<file path="src/rtl/intersection_phase_arbiter_pkg.sv">
// Shared phase encodings, grant one-hot constants and lamp decode for the intersection arbiter.
package intersection_phase_arbiter_pkg;

  typedef enum logic [2:0] {
    MAIN_GREEN   = 3'd0,
    MAIN_YELLOW  = 3'd1,
    ALL_RED_A    = 3'd2,
    CROSS_GREEN  = 3'd3,
    CROSS_YELLOW = 3'd4,
    ALL_RED_B    = 3'd5
  } phase_t;

  localparam logic [2:0] GRANT_NONE = 3'b000;
  localparam logic [2:0] GRANT_CAR  = 3'b001;
  localparam logic [2:0] GRANT_PED  = 3'b010;
  localparam logic [2:0] GRANT_EMER = 3'b100;

  typedef struct packed {
    logic r1;
    logic y1;
    logic g1;
    logic r2;
    logic y2;
    logic g2;
  } lamps_t;

  // Lamp pattern for a phase; anything unexpected shows all red.
  function automatic lamps_t lamp_decode(input phase_t p);
    lamps_t l;
    l = '0;
    case (p)
      MAIN_GREEN:   begin l.g1 = 1'b1; l.r2 = 1'b1; end
      MAIN_YELLOW:  begin l.y1 = 1'b1; l.r2 = 1'b1; end
      CROSS_GREEN:  begin l.r1 = 1'b1; l.g2 = 1'b1; end
      CROSS_YELLOW: begin l.r1 = 1'b1; l.y2 = 1'b1; end
      default:      begin l.r1 = 1'b1; l.r2 = 1'b1; end
    endcase
    return l;
  endfunction

endpackage

</file>
<file path="src/rtl/intersection_phase_arbiter_tick_gen.sv">
// Timing-tick prescaler: one-cycle tick every TICK_DIV clocks, restarting from zero on reset.
module intersection_phase_arbiter_tick_gen #(
  parameter int unsigned TICK_DIV = 50_000_000
) (
  input  logic clk,
  input  logic reset,
  output logic tick
);

  localparam int unsigned DIV_W = (TICK_DIV > 1) ? $clog2(TICK_DIV) : 1;
  localparam logic [DIV_W-1:0] DIV_LAST = DIV_W'(TICK_DIV - 1);

  logic [DIV_W-1:0] div_cnt;

  always_ff @(posedge clk) begin
    if (!reset) begin
      div_cnt <= '0;
      tick    <= 1'b0;
    end else if (div_cnt == DIV_LAST) begin
      div_cnt <= '0;
      tick    <= 1'b1;
    end else begin
      div_cnt <= div_cnt + DIV_W'(1);
      tick    <= 1'b0;
    end
  end

endmodule

</file>
<file path="src/rtl/intersection_phase_arbiter.sv">
// Two-road intersection phase sequencer with emergency preemption and car/ped round-robin
// arbitration of cross-street right-of-way.
module intersection_phase_arbiter
  import intersection_phase_arbiter_pkg::*;
#(
  parameter int unsigned TICK_DIV    = 50_000_000,
  parameter int unsigned MAIN_MIN_T  = 10,
  parameter int unsigned YELLOW_T    = 3,
  parameter int unsigned ALLRED_T    = 1,
  parameter int unsigned CAR_GREEN_T = 8,
  parameter int unsigned PED_WALK_T  = 6,
  parameter int unsigned EMER_T      = 12,
  parameter int unsigned CNT_W       = 8
) (
  input  logic       clk,
  input  logic       reset,
  input  logic       car_sensor,
  input  logic       ped_sensor,
  input  logic       emer_signal,
  output logic       R1,
  output logic       Y1,
  output logic       G1,
  output logic       R2,
  output logic       Y2,
  output logic       G2,
  output logic       walk,
  output logic [2:0] grant,
  output logic       busy
);

  localparam logic [CNT_W-1:0] LD_MAIN   = CNT_W'(MAIN_MIN_T - 1);
  localparam logic [CNT_W-1:0] LD_YELLOW = CNT_W'(YELLOW_T - 1);
  localparam logic [CNT_W-1:0] LD_ALLRED = CNT_W'(ALLRED_T - 1);
  localparam logic [CNT_W-1:0] LD_CAR    = CNT_W'(CAR_GREEN_T - 1);
  localparam logic [CNT_W-1:0] LD_PED    = CNT_W'(PED_WALK_T - 1);
  localparam logic [CNT_W-1:0] LD_EMER   = CNT_W'(EMER_T - 1);

  logic             tick;
  phase_t           state;
  phase_t           nxt;
  logic [CNT_W-1:0] cnt;
  logic             car_p;
  logic             ped_p;
  logic             emer_p;
  logic             last_ped;
  logic             req_car;
  logic             req_ped;
  logic             req_emer;
  logic             preempt;
  logic             cnt_zero;
  logic [2:0]       grant_sel;
  lamps_t           lamps;

  intersection_phase_arbiter_tick_gen #(
    .TICK_DIV (TICK_DIV)
  ) u_tick_gen (
    .clk   (clk),
    .reset (reset),
    .tick  (tick)
  );

  // A request counts from the cycle its input is first seen.
  assign req_car  = car_p | car_sensor;
  assign req_ped  = ped_p | ped_sensor;
  assign req_emer = emer_p | emer_signal;
  assign cnt_zero = (cnt == '0);
  assign preempt  = (state == CROSS_GREEN) && (grant != GRANT_EMER) && req_emer;

  // Emergency first; a car/ped tie goes to whichever was not served last.
  always_comb begin
    grant_sel = GRANT_CAR;
    if (req_emer) begin
      grant_sel = GRANT_EMER;
    end else if (req_ped && (!req_car || !last_ped)) begin
      grant_sel = GRANT_PED;
    end
  end

  always_comb begin
    nxt = state;
    if (tick) begin
      case (state)
        MAIN_GREEN:   if (req_emer || ((req_car || req_ped) && cnt_zero)) nxt = MAIN_YELLOW;
        MAIN_YELLOW:  if (cnt_zero) nxt = ALL_RED_A;
        ALL_RED_A:    if (cnt_zero) nxt = CROSS_GREEN;
        CROSS_GREEN:  if (!preempt && cnt_zero && !((grant == GRANT_EMER) && emer_signal))
                        nxt = CROSS_YELLOW;
        CROSS_YELLOW: if (cnt_zero) nxt = ALL_RED_B;
        ALL_RED_B:    if (cnt_zero) nxt = MAIN_GREEN;
        default:      nxt = MAIN_GREEN;
      endcase
    end
  end

  always_ff @(posedge clk) begin
    if (!reset) begin
      state    <= MAIN_GREEN;
      cnt      <= LD_MAIN;
      car_p    <= 1'b0;
      ped_p    <= 1'b0;
      emer_p   <= 1'b0;
      last_ped <= 1'b0;
      grant    <= GRANT_NONE;
      walk     <= 1'b0;
      lamps    <= lamp_decode(MAIN_GREEN);
      busy     <= 1'b0;
    end else begin
      state  <= nxt;
      lamps  <= lamp_decode(nxt);
      busy   <= (nxt != MAIN_GREEN);
      car_p  <= req_car;
      ped_p  <= req_ped;
      emer_p <= req_emer;
      if (nxt != state) begin
        case (nxt)
          MAIN_YELLOW:  cnt <= LD_YELLOW;
          ALL_RED_A:    cnt <= LD_ALLRED;
          CROSS_GREEN: begin
            grant <= grant_sel;
            walk  <= (grant_sel == GRANT_PED);
            case (grant_sel)
              GRANT_EMER: begin cnt <= LD_EMER; emer_p <= 1'b0; end
              GRANT_PED:  begin cnt <= LD_PED;  ped_p  <= 1'b0; last_ped <= 1'b1; end
              default:    begin cnt <= LD_CAR;  car_p  <= 1'b0; last_ped <= 1'b0; end
            endcase
          end
          CROSS_YELLOW: begin cnt <= LD_YELLOW; walk <= 1'b0; end
          ALL_RED_B:    begin cnt <= LD_ALLRED; grant <= GRANT_NONE; end
          default:      cnt <= LD_MAIN;
        endcase
      end else if (preempt) begin
        // Preempted source goes back in the queue; emergency now owns the cross phase.
        grant  <= GRANT_EMER;
        walk   <= 1'b0;
        cnt    <= LD_EMER;
        emer_p <= 1'b0;
        if (grant == GRANT_PED) ped_p <= 1'b1;
        else                    car_p <= 1'b1;
      end else if (tick && !cnt_zero) begin
        cnt <= cnt - CNT_W'(1);
      end
      // The vehicle being served must not queue a second emergency phase.
      if ((state == CROSS_GREEN) && (grant == GRANT_EMER)) emer_p <= 1'b0;
    end
  end

  assign R1 = lamps.r1;
  assign Y1 = lamps.y1;
  assign G1 = lamps.g1;
  assign R2 = lamps.r2;
  assign Y2 = lamps.y2;
  assign G2 = lamps.g2;

endmodule

</file>
<file path="config.mk">
export PLATFORM = sky130hd
export DESIGN_NAME = intersection_phase_arbiter
export DESIGN_NICKNAME = d
export VERILOG_FILES = /design/src/rtl/intersection_phase_arbiter_pkg.sv /design/src/rtl/intersection_phase_arbiter_tick_gen.sv /design/src/rtl/intersection_phase_arbiter.sv
export SDC_FILE = /design/constraint.sdc
export NUM_CORES = 1
export LEC_CHECK = 0
export CORE_MARGIN = 2
export CORE_UTILIZATION = 50
export CTS_BUF_LIST = sky130_fd_sc_hd__clkbuf_8 sky130_fd_sc_hd__clkbuf_16
export CTS_CLUSTER_SIZE = 28
export DETAILED_ROUTE_END_ITERATION = 12
export DONT_BUFFER_PORTS = 1
export GPL_TIMING_DRIVEN = 0
export PLACE_DENSITY_LB_ADDON = 0.1
export SLEW_MARGIN = 20
export SYNTH_ARGS = -nofsm -noshare
export SYNTH_HDL_FRONTEND = slang
export SYNTH_SLANG_ARGS = --single-unit
</file>
<file path="constraint.sdc">
create_clock -name clk -period 3.1 [get_ports clk]
set_input_delay 0.62 -clock clk [delete_from_list [all_inputs] [get_ports clk]]
set_output_delay 0.62 -clock clk [all_outputs]
set_load 0.01 [all_outputs]
</file>
==> summary.md, run 1 <==
| Metric | Value |
|---|---|
| Status | `completed` |
| P_int | `0.9617 mW` |
| Share of layout cells above drive strength 1 | `10.00%` |
| Initial Util | `52.65%` |
| Syn Inst Count | `292` |
| Crit-path slowest cell | `nor3b_2` |
| Part of the power in registers | `57.3%` |
| # DRC | `0` |
| Worst slew margin | `55.67%` |
| Clk Latency, worst-skew pair | `0.31 ns` |
| Top_reg_cell synth | `dfxtp_1` |
| VDD IR max | `272.1 µV` |
| GRT Overall Usage | `18.83%` |
| Largest stage delay on the critical path | `0.46 ns` |
| Gate power share | `2.8%` |
| Final period util | `86.83%` |
| Die width | `74.99 µm` |
| Overall Power | `1.205 mW` |
| CTS tree | `built` |
| Synth cell types | `58` |
| Final GP Congestion | `0.7861` |
| Root buffer cell | `clkbuf_8` |
| ANT nets after route | `0` |
| Unrepaired setup endpoints after global routing | `false` |
| Worst-path cell chain | `inv_1 -> ha_1 -> nor3b_2 -> o2111ai_1 -> o211a_1 -> o31a_1 -> and2_4 -> a311oi_1 -> o221a_1` |
| Clock Pin Slew Worst Setup and Hold Paths | `0.09 ns` |
| Leak pwr | `0.9657 nW` |
| CTS Buf Count | `5` |
| Critical path required time | `3.35 ns` |
| Part of the Yosys area used for sequential elements | `42.11%` |
| Total Neg Setup Slack | `0 ns` |
| Die area | `5624 µm²` |
| CTS resizes | `0` |
| Nets | `306` |
| Post-synth ARST share | `0%` |
| Synthesized area | `2520 µm²` |
| Max cap viols | `0` |
| Avg Vias per Cell | `5.496` |
| Fin. max-slew vios | `0` |
| Sw Ratio | `20.19%` |
| Diode count | `0` |
| Avg WL per Cell | `12.96 µm` |
| Sw power | `0.2433 mW` |
| Post-synthesis register bit count | `53` |
| Die Span Y | `74.99 µm` |
| Slew @ Worst Pin | `0.6557 ns` |
| First-pass GRT wire length | `8224 µm` |
| Hold crit path type | `in -> reg` |
| Pre-antenna DRT Iters | `4` |
| CTS Buffer Depth | `2` |
| Initial drt markers | `67` |
| # hold bufs at CTS | `0` |
| GRT overflow | `0` |
| Post-CTS Setup Bufs | `0` |
| Syn. warnings | `0` |
| Final hold viol count | `0` |
| Fmax | `371.5 MHz` |
| Clk pwr share | `39.9%` |
| Port Buffers | `0` |
| Cell depth of the worst hold path | `1` |
| Worst Path Max Fanout | `9` |
| Cell Rows | `25` |
| Layout fillers | `463` |
| PD cells | `442.4 nW/µm²` |
| CTS sink count | `53` |
| Area delta synth->final | `8.093%` |
| CP Capture Type | `flop` |
| HPWL after DPL | `3563 µm` |
| Clock Skew | `0.01048 ns` |
| Final Setup Violations | `0` |
| Placeable Area | `4786 µm²` |
| Period minus WS final | `2.692 ns` |
| EDFF count, synth | `0` |
| Vias | `2017` |
| Avg Inst Size Synth | `8.630 µm²` |
| Reg2reg path depth | `9` |
| Ports | `16` |
| Antenna violations before repair | `0` |
| Pin count of the biggest net entering global routing | `17` |
| H-tree Lvls | `2` |
| WL final | `4755 µm` |
| CP Launch Type | `flop` |
| Crit path arrival time | `2.94 ns` |
| Setup CP Type | `reg -> reg` |
| Vias in the first global route | `1851` |
| Total nets after synthesis | `299` |
stage by stage:
stage	hold WS (ns)	cells	util, %	instance area [µm²]	setup WS (ns)
6_report	0.4369	367	56.92	2724	0.4084
3_5_place_dp	0.4409	359	54.41	2604	0.3795
4_1_cts	0.4295	367	56.92	2724	0.4454
5_1_grt	0.4287	367	56.92	2724	0.2822
3_3_place_gp	0.4347	359	54.41	2604	0.3643
2_1_floorplan	0.4175	292	-	2520	0.5807
layout by cell type (no fill, tap or decap), types with 4 or more instances in the layout:
cell type,count
clkbuf_8,7
xor2_1,19
a31oi_1,4
nand2_1,27
o21ai_0,13
nand4_1,9
a21oi_1,9
dfxtp_1,53
nor3_1,7
nor2_1,47
xnor2_1,9
or3_1,4
inv_1,8
nand3_1,16
cells by family (layout without fill, tap and decap cells):
family	after synthesis	count (layout)	share of synthesized area, %
AO/OA/AOI/OAI	49	49	13.65
adder cells (fa/ha/maj)	2	2	0.9929
XOR/XNOR	28	28	9.732
buffers and inverters	17	25	4.121
flip-flops	53	53	42.11
AND/OR/NAND/NOR	143	143	29.39
final cells by class:
type,instances,area [µm²],share of cell area [%]
clock inverters,2,37.54,1.378
plain buffers,9,73.82,2.710
flip-flops and latches,53,1061,38.95
multi-input cells,222,1355,49.75
well taps,67,83.83,3.078
clock buffers,6,82.58,3.032
inverters,8,30.03,1.102
synth_stat cells (2+ instances only):
cell | number | share of area (%)
or4_1 | 3 | 0.89
or2_2 | 2 | 0.50
nor3_1 | 7 | 1.4
nor3b_1 | 2 | 0.60
o21ai_0 | 13 | 2.6
a21oi_1 | 9 | 1.8
and2_2 | 2 | 0.60
nand2_1 | 27 | 4.0
inv_1 | 8 | 1.2
and3_2 | 2 | 0.60
dfxtp_1 | 53 | 42
nand3_1 | 16 | 3.2
o2111ai_1 | 3 | 1.0
and2_1 | 2 | 0.50
xor2_1 | 19 | 6.6
o21bai_1 | 2 | 0.60
o21a_1 | 2 | 0.60
a31oi_1 | 4 | 0.99
or3_1 | 4 | 0.99
nor4_1 | 2 | 0.50
ha_1 | 2 | 0.99
a21o_2 | 2 | 0.70
clkbuf_1 | 3 | 0.45
nand2b_1 | 3 | 0.74
xnor2_1 | 9 | 3.1
nand4_1 | 9 | 2.2
and3_1 | 3 | 0.74
a211oi_1 | 3 | 0.89
nor2_1 | 47 | 7.0
routing by layer:
metal / track usage (%) / vias up / part of all wire [%]
met1: 23.30 / 939 / 45
met5: 0 / - / 0
li1: - / 1047 / -
met2: 33.33 / 25 / 50
met3: 3.614 / 6 / 2.9
met4: 5.357 / 0 / 1.3
power groups by stage:
stage / logic, mW / registers, mW / clock network [mW]
2_1_floorplan: 0.0266 / 0.705 / 0
3_3_place_gp: 0.0346 / 0.706 / 0
3_5_place_dp: 0.0344 / 0.706 / 0
4_1_cts: 0.0347 / 0.691 / 0.500
5_1_grt: 0.0389 / 0.692 / 0.521
6_report: 0.0342 / 0.690 / 0.480
worst paths after layout:
| kind | startpoint | endpoint | slack, ns |
|---|---|---|---|
| setup / recovery | cnt[0]$_SDFFE_PN1P_ | walk$_SDFFE_PN0P_ | 0.41 |
| hold / removal | reset | G1$_SDFF_PN1_ | 0.44 |
| setup reg to reg | cnt[0]$_SDFFE_PN1P_ | walk$_SDFFE_PN0P_ | 0.41 |
| hold reg to reg | u_tick_gen.div_cnt[0]$_SDFF_PP0_ | u_tick_gen.div_cnt[0]$_SDFF_PP0_ | 0.46 |
critical path: cells and delay by family (launching register included):
family	cells	cell delay [ns]
buffers and inverters	1	0.08
AOI/OAI and AO/OA	5	1.39
adders and majority gates	1	0.17
DFF	1	0.31
and+or+nand+nor	2	0.68
registers in the layout, indices dropped and copies added (netlist names):
signal / count
Y1: 1
emer_p: 1
R2: 1
Y2: 1
last_ped: 1
ped_p: 1
walk: 1
G1: 1
car_p: 1
state: 3
busy: 1
u_tick_gen.div_cnt: 26
cnt: 8
R1: 1
grant: 3
u_tick_gen.tick: 1
G2: 1
No activity file was read; power rests on OpenSTA's default activity.
==> run 2, diff against run 1 <==
Settings changed: CORE_UTILIZATION 50 to 35, SLEW_MARGIN 20 to default.
==> run 2 against run 1 <==
  * Clock skew down 0.0037 ns
  * Die area increased by 40%
  * Via count down 0.89%
  * Highest routed layer unchanged
  * Combinational power about the same
  * Cell count up 7.9%
  * Clock power grew 3%
  * Clock-buffer cell count unchanged
  * Design area is 1.3% higher
  * Flip-flop and latch count unchanged
  * Maximum frequency decreased by 0.28%
  * Sequential share of layout area shrank 0.51 points
==> summary.md, run 2 (synthesis gave the netlist of run 1 again) <==
| Metric | Value |
|---|---|
| Clock Pin Slew Worst Setup and Hold Paths | `0.10 ns (about the same)` |
| Sw power | `0.2554 mW (+5.0%)` |
| CP Capture Type | `flop` |
| Port Buffers | `0 (unchanged)` |
| Cell area after layout | `2760 µm² (+1.3%)` |
| GRT overflow | `0 (unchanged)` |
| Final Setup Violations | `0 (unchanged)` |
| Total Neg Setup Slack | `0 ns (unchanged)` |
| PnR worst setup slack | `0.4009 ns (-0.007508 ns)` |
| Slew @ Worst Pin | `0.6093 ns (-0.04643 ns)` |
| Area after DPL | `2640 µm² (+1.4%)` |
| Antenna violations before repair | `0 (unchanged)` |
| Max cap viols | `0 (unchanged)` |
| Crit path arrival time | `2.95 ns (about the same)` |
| Root buffer cell | `clkbuf_8` |
| P_int | `0.9621 mW (about the same)` |
| HPWL after DPL | `3902 µm (+9.5%)` |
| Fin. max-slew vios | `0 (unchanged)` |
| Initial drt markers | `83 (+24%)` |
| Clock Skew | `0.006779 ns (-0.003698 ns)` |
| Gate power share | `2.8% (about the same)` |
| # hold bufs at CTS | `0 (unchanged)` |
| Pin count of the biggest net entering global routing | `17 (unchanged)` |
| Worst-path cell chain | `inv_1 -> ha_1 -> nor3b_2 -> o2111ai_1 -> o211a_1 -> o31a_1 -> and2_4 -> a311oi_1 -> o221a_1` |
| Final period util | `87.07% (+0.24 points)` |
| CTS resizes | `0 (unchanged)` |
| CP Launch Type | `flop` |
| Clk Latency, worst-skew pair | `0.30 ns (about the same)` |
| Max reg flops | `26 (unchanged)` |
| Commonest non-fill, non-tap cell in the layout | `dfxtp_1` |
| Setup CP Type | `reg -> reg` |
| Part of the power in registers | `56.7% (-0.6 points)` |
| First-pass GRT wire length | `9294 µm (+13%)` |
| PD cells | `441.1 nW/µm² (-0.29%)` |
| Fmax | `370.5 MHz (-0.28%)` |
| Crit-path slowest cell | `nor3b_2` |
| Avg Vias per Cell | `5.048 (-8.2%)` |
| # DRC | `0 (unchanged)` |
| Leak pwr | `0.9657 nW (unchanged)` |
| Sw Ratio | `20.98% (+0.79 points)` |
| Avg WL per Cell | `13.26 µm (+2.3%)` |
| Vias in the first global route | `2016 (+8.9%)` |
| GRT Overall Usage | `14.85% (-4.0 points)` |
| VDD IR max | `224.7 µV (-17%)` |
| Pre-antenna DRT Iters | `4 (unchanged)` |
| H-tree Lvls | `2 (unchanged)` |
| Share of layout cells above drive strength 1 | `10.00% (unchanged)` |
| Hold crit path type | `in -> reg` |
| Met2 WL post-DR | `2456 µm (+2.5%)` |
| Nets | `306 (unchanged)` |
| Die width | `88.85 µm (+18%)` |
| ANT nets after route | `0 (unchanged)` |
| Clk pwr share | `40.5% (+0.6 points)` |
| Most frequent cells in the layout | `dfxtp_1, nor2_1, nand2_1, xor2_1, nand3_1` |
| CTS sink count | `53 (unchanged)` |
| CTS Buffer Depth | `2 (unchanged)` |
| Diode count | `0 (unchanged)` |
| WL final | `5251 µm (+10%)` |
| Area delta synth->final | `9.533%` |
| Worst Path Max Fanout | `9 (unchanged)` |
| Unrepaired setup endpoints after global routing | `false` |
| Pre-CTS WS | `0.3821 ns (+0.002617 ns)` |
| Final GP Congestion | `0.8842 (+12%)` |
| Period minus WS final | `2.699 ns (+0.007508 ns)` |
| Layout fillers | `718 (+55%)` |
| Initial Util | `36.68% (-16 points)` |
| Die area | `7894 µm² (+40%)` |
| Final core utilization | `40.18% (-17 points)` |
| Final hold viol count | `0 (unchanged)` |
| Ports | `16 (unchanged)` |
| Cell Rows | `30 (+20%)` |
| Buf/Inv on CP | `1 (unchanged)` |
| Biggest regs | `u_tick_gen.div_cnt: 26 flops, cnt: 8 flops` |
| Die Span Y | `88.85 µm (+18%)` |
| Largest stage delay on the critical path | `0.48 ns (+0.02 ns)` |
| Placeable Area | `6869 µm² (+44%)` |
| Post-CTS Setup Bufs | `0 (unchanged)` |
| Routed met1 length | `2591 µm (+20%)` |
| Largest register by flop count | `u_tick_gen.div_cnt` |
| Vias | `1999 (-0.89%)` |
| Met3 routed WL | `123 µm (-12%)` |
| Worst slew margin | `59.07% (+3.4 points)` |
| CTS tree | `built` |
| Top Family by Delay on Critical Path | `compound AO/OA/AOI/OAI gates` |
| Top routing layer in use | `met4` |
| Status | `completed` |
| Critical path required time | `3.35 ns (about the same)` |
| Overall Power | `1.217 mW (+1.0%)` |
| CTS Buf Count | `5 (unchanged)` |
[run 2: through the flow]
step	hold slack (ns)	instances
finish	0.4520	396
global route	0.4578	396
CTS	0.4539	396
detailed placement	0.4454	388
global placement	0.4371	388
floorplan	0.4175	292
[run 2: per-layer routing]
layer	vias to the layer above	track usage, %
met3	7	2.799
met5	-	0
met4	0	4.821
met2	18	24.36
met1	933	19.68
li1	1041	-
[run 2: power by group through the flow]
stage	registers, mW	clock network (mW)	logic (mW)
2_1_floorplan	0.705	0	0.0266
3_3_place_gp	0.706	0	0.0350
4_1_cts	0.691	0.512	0.0350
5_1_grt	0.692	0.536	0.0378
6_report	0.691	0.493	0.0344
3_5_place_dp	0.706	0	0.0353
[run 2: layout make-up]
class	instances	area, µm²	share of cell area, %
Tap cell	96	120.1	4.352
Buffer	9	73.82	2.675
Clock buffer	6	82.58	2.992
Clock inverter	2	37.54	1.360
Multi-Input combinational cell	222	1355	49.09
Sequential cell	53	1061	38.44
Inverter	8	30.03	1.088
[run 2: path summary, 6_finish.rpt]
path              slack, ns                          endpoint                              from  cells after the start
setup / recovery       0.40                 walk$_SDFFE_PN0P_               cnt[0]$_SDFFE_PN1P_                      9
hold / removal         0.45                     G1$_SDFF_PN1_                             reset                      1
setup reg to reg       0.40                 walk$_SDFFE_PN0P_               cnt[0]$_SDFFE_PN1P_                      9
hold reg to reg        0.46  u_tick_gen.div_cnt[0]$_SDFF_PP0_  u_tick_gen.div_cnt[0]$_SDFF_PP0_                      1
==> run 3, diff against run 2 <==
Settings changed: CORE_UTILIZATION 35 to 45.
==> run 3 against run 2 <==
  * Clock-buffer cell count shrank 1
  * Via count increased by 0.30%
  * Setup slack gained 0.038 ns
  * Critical path depth unchanged
  * Power is 1.9% lower
  * Design area is 1.4% lower
  * Die area decreased by 21%
  * Clock power decreased by 4.9%
  * Sequential power barely moved
  * Sequential share of layout area increased by 0.55 points
  * Register-to-register slack gained 0.04 ns
  * Critical path type unchanged
  * Critical endpoint unchanged
==> summary.md, run 3 (synthesis gave the netlist of run 1 again) <==
| Metric | Value |
|---|---|
| CP Capture Type | `flop` |
| Ports | `16 (unchanged)` |
| Worst Path Max Fanout | `9 (unchanged)` |
| Max cap viols | `0 (unchanged)` |
| Fmax | `375.8 MHz (+1.4%)` |
| Reg-to-reg slack, setup | `0.44 ns (+0.04 ns)` |
| CP Launch Type | `flop` |
| Pin count of the biggest net entering global routing | `17 (unchanged)` |
| Die Span Y | `78.83 µm (-11%)` |
| Final Setup Violations | `0 (unchanged)` |
| Reg2reg path depth | `9 (unchanged)` |
| Placeable Area | `5473 µm² (-20%)` |
| Cell Rows | `27 (-10%)` |
| Clock Skew | `0.006403 ns (-0.0003760 ns)` |
| VDD IR max | `277.6 µV (+24%)` |
| Post-CTS Setup Bufs | `0 (unchanged)` |
| Overall Power | `1.194 mW (-1.9%)` |
| Diode count | `0 (unchanged)` |
| Avg WL per Cell | `13.51 µm (+1.9%)` |
| Unrepaired setup endpoints after global routing | `false` |
| Initial Util | `46.04% (+9.4 points)` |
| CTS resizes | `0 (unchanged)` |
| CTS tree | `built` |
| Hold wc startpoint | `reset` |
| Met2 Usage GRT | `30.43% (+6.1 points)` |
| CTS Buffer Depth | `2 (unchanged)` |
| Largest register by flop count | `u_tick_gen.div_cnt` |
| Fin. max-slew vios | `0 (unchanged)` |
| Pre-antenna DRT Iters | `4 (unchanged)` |
| Hold crit path type | `in -> reg` |
| Clk Latency, worst-skew pair | `0.31 ns (about the same)` |
| Most frequent cells in the layout | `dfxtp_1, nor2_1, nand2_1, xor2_1, nand3_1` |
| Die width | `78.83 µm (-11%)` |
| Routing usage on met1 | `24.09% (+4.4 points)` |
| ANT nets after route | `0 (unchanged)` |
| Commonest non-fill, non-tap cell in the layout | `dfxtp_1` |
| Avg Vias per Cell | `5.390 (+6.8%)` |
| Initial drt markers | `93 (+12%)` |
| Port Buffers | `0 (unchanged)` |
| GRT Overall Usage | `18.20% (+3.4 points)` |
| Crit-path slowest cell | `nor3b_2` |
| Root buffer cell | `clkbuf_8` |
| Antenna violations before repair | `0 (unchanged)` |
| First-pass GRT wire length | `9094 µm (-2.2%)` |
| Cell area after layout | `2721 µm² (-1.4%)` |
| Share of layout cells above drive strength 1 | `9.667% (-0.33 points)` |
| Slew @ Worst Pin | `0.6032 ns (-0.006040 ns)` |
| PD cells | `438.7 nW/µm² (-0.54%)` |
| WL final | `5027 µm (-4.3%)` |
| Final period util | `85.84% (-1.2 points)` |
| Nets | `306 (unchanged)` |
| Reg2reg end | `walk$_SDFFE_PN0P_` |
| Final hold viol count | `0 (unchanged)` |
| GRT overflow | `0 (unchanged)` |
| Biggest regs | `u_tick_gen.div_cnt: 26 flops, cnt: 8 flops` |
| Max reg flops | `26 (unchanged)` |
| # hold bufs at CTS | `0 (unchanged)` |
| Crit Reg-Reg Startpoint | `cnt[0]$_SDFFE_PN1P_` |
| Area delta synth->final | `7.994%` |
| CTS sink count | `53 (unchanged)` |
| GR peak layer | `met2` |
| GR Layer Usage met3 | `3.409% (+0.61 points)` |
| Status | `completed` |
| Vias | `2005 (+0.30%)` |
| Total Neg Setup Slack | `0 ns (unchanged)` |
| # DRC | `0 (unchanged)` |
| Hold Crit Endpoint | `G1$_SDFF_PN1_` |
| Crit path arrival time | `2.92 ns (-0.03 ns)` |
| HPWL after DPL | `3702 µm (-5.1%)` |
| H-tree Lvls | `2 (unchanged)` |
| Period minus WS final | `2.661 ns (-0.03824 ns)` |
| Clock Pin Slew Worst Setup and Hold Paths | `0.10 ns (about the same)` |
| Worst slew margin | `59.22% (+0.15 points)` |
| CTS Buf Count | `5 (unchanged)` |
| Largest stage delay on the critical path | `0.47 ns (about the same)` |
| Vias in the first global route | `1911 (-5.2%)` |
| Worst-path cell chain | `inv_1 -> ha_1 -> nor3b_2 -> o2111ai_1 -> o211a_1 -> o31a_1 -> and2_4 -> a311oi_1 -> o221a_1` |
| Cell depth of the worst hold path | `1 (unchanged)` |
| Leak pwr | `0.9678 nW (+0.22%)` |
| Final GP Congestion | `0.7781 (-12%)` |
| Die area | `6214 µm² (-21%)` |
| Setup CP Type | `reg -> reg` |
| Critical path required time | `3.36 ns (about the same)` |
| Area after DPL | `2610 µm² (-1.1%)` |
[run 3: changes by cell type in the layout (fill, tap and decap cells not counted), sizes merged]
cell | previous run | this run
clkbuf | 11 | 10
clkinv | 0 | 1
clkinvlp | 1 | 0
inv | 8 | 9
[run 3: power breakdown]
group	leakage (nW)	total, mW	switching, mW	internal (mW)
combinational	0.480	0.0347	0.0217	0.0130
sequential	0.428	0.690	0.00396	0.686
clock	0.0595	0.469	0.229	0.239
[run 3: how the worst max path moves through the flow]
stage	from	end	slack, ns	cells after the start
after global placement	emer_signal	walk$_SDFFE_PN0P_	0.34	7
after CTS	cnt[0]$_SDFFE_PN1P_	walk$_SDFFE_PN0P_	0.44	9
after detailed placement	emer_signal	walk$_SDFFE_PN0P_	0.36	7
after global routing	cnt[0]$_SDFFE_PN1P_	walk$_SDFFE_PN0P_	0.19	9
after floorplan	ped_sensor	walk$_SDFFE_PN0P_	0.58	7
final	cnt[0]$_SDFFE_PN1P_	walk$_SDFFE_PN0P_	0.44	9
[run 3: final cells by class]
cell class | instances | area (µm²)
Clock inverter | 3 | 42.54
Buffer | 9 | 73.82
Sequential cell | 53 | 1061
Multi-Input combinational cell | 222 | 1355
Fill cell | 531 | 2751
Tap cell | 72 | 90.09
Inverter | 8 | 30.03
Clock buffer | 5 | 68.82
[run 3: stage by stage]
step                hold WS (ns)  cells  util (%)  worst slack, ns
global placement          0.4362    364     47.69           0.3388
detailed placement        0.4380    364     47.69           0.3587
finish                    0.4385    372     49.73           0.4391
global route              0.4454    372     49.73           0.1859
floorplan                 0.4175    292         -           0.5807
CTS                       0.4351    372     49.73           0.4370
[run 3: critical path, delay by kind of cell (launching register included)]
family	cells	cell delay, ns
AOI/OAI and AO/OA	5	1.36
and+or+nand+nor	2	0.68
DFF	1	0.32
adders and majority gates	1	0.16
buffers and inverters	1	0.08
[run 3: routing by layer]
layer / vias up / part of all wire, %
li1: 1039 / -
met1: 950 / 48
met2: 11 / 49
met3: 5 / 2.0
met4: 0 / 1.0
met5: - / 0
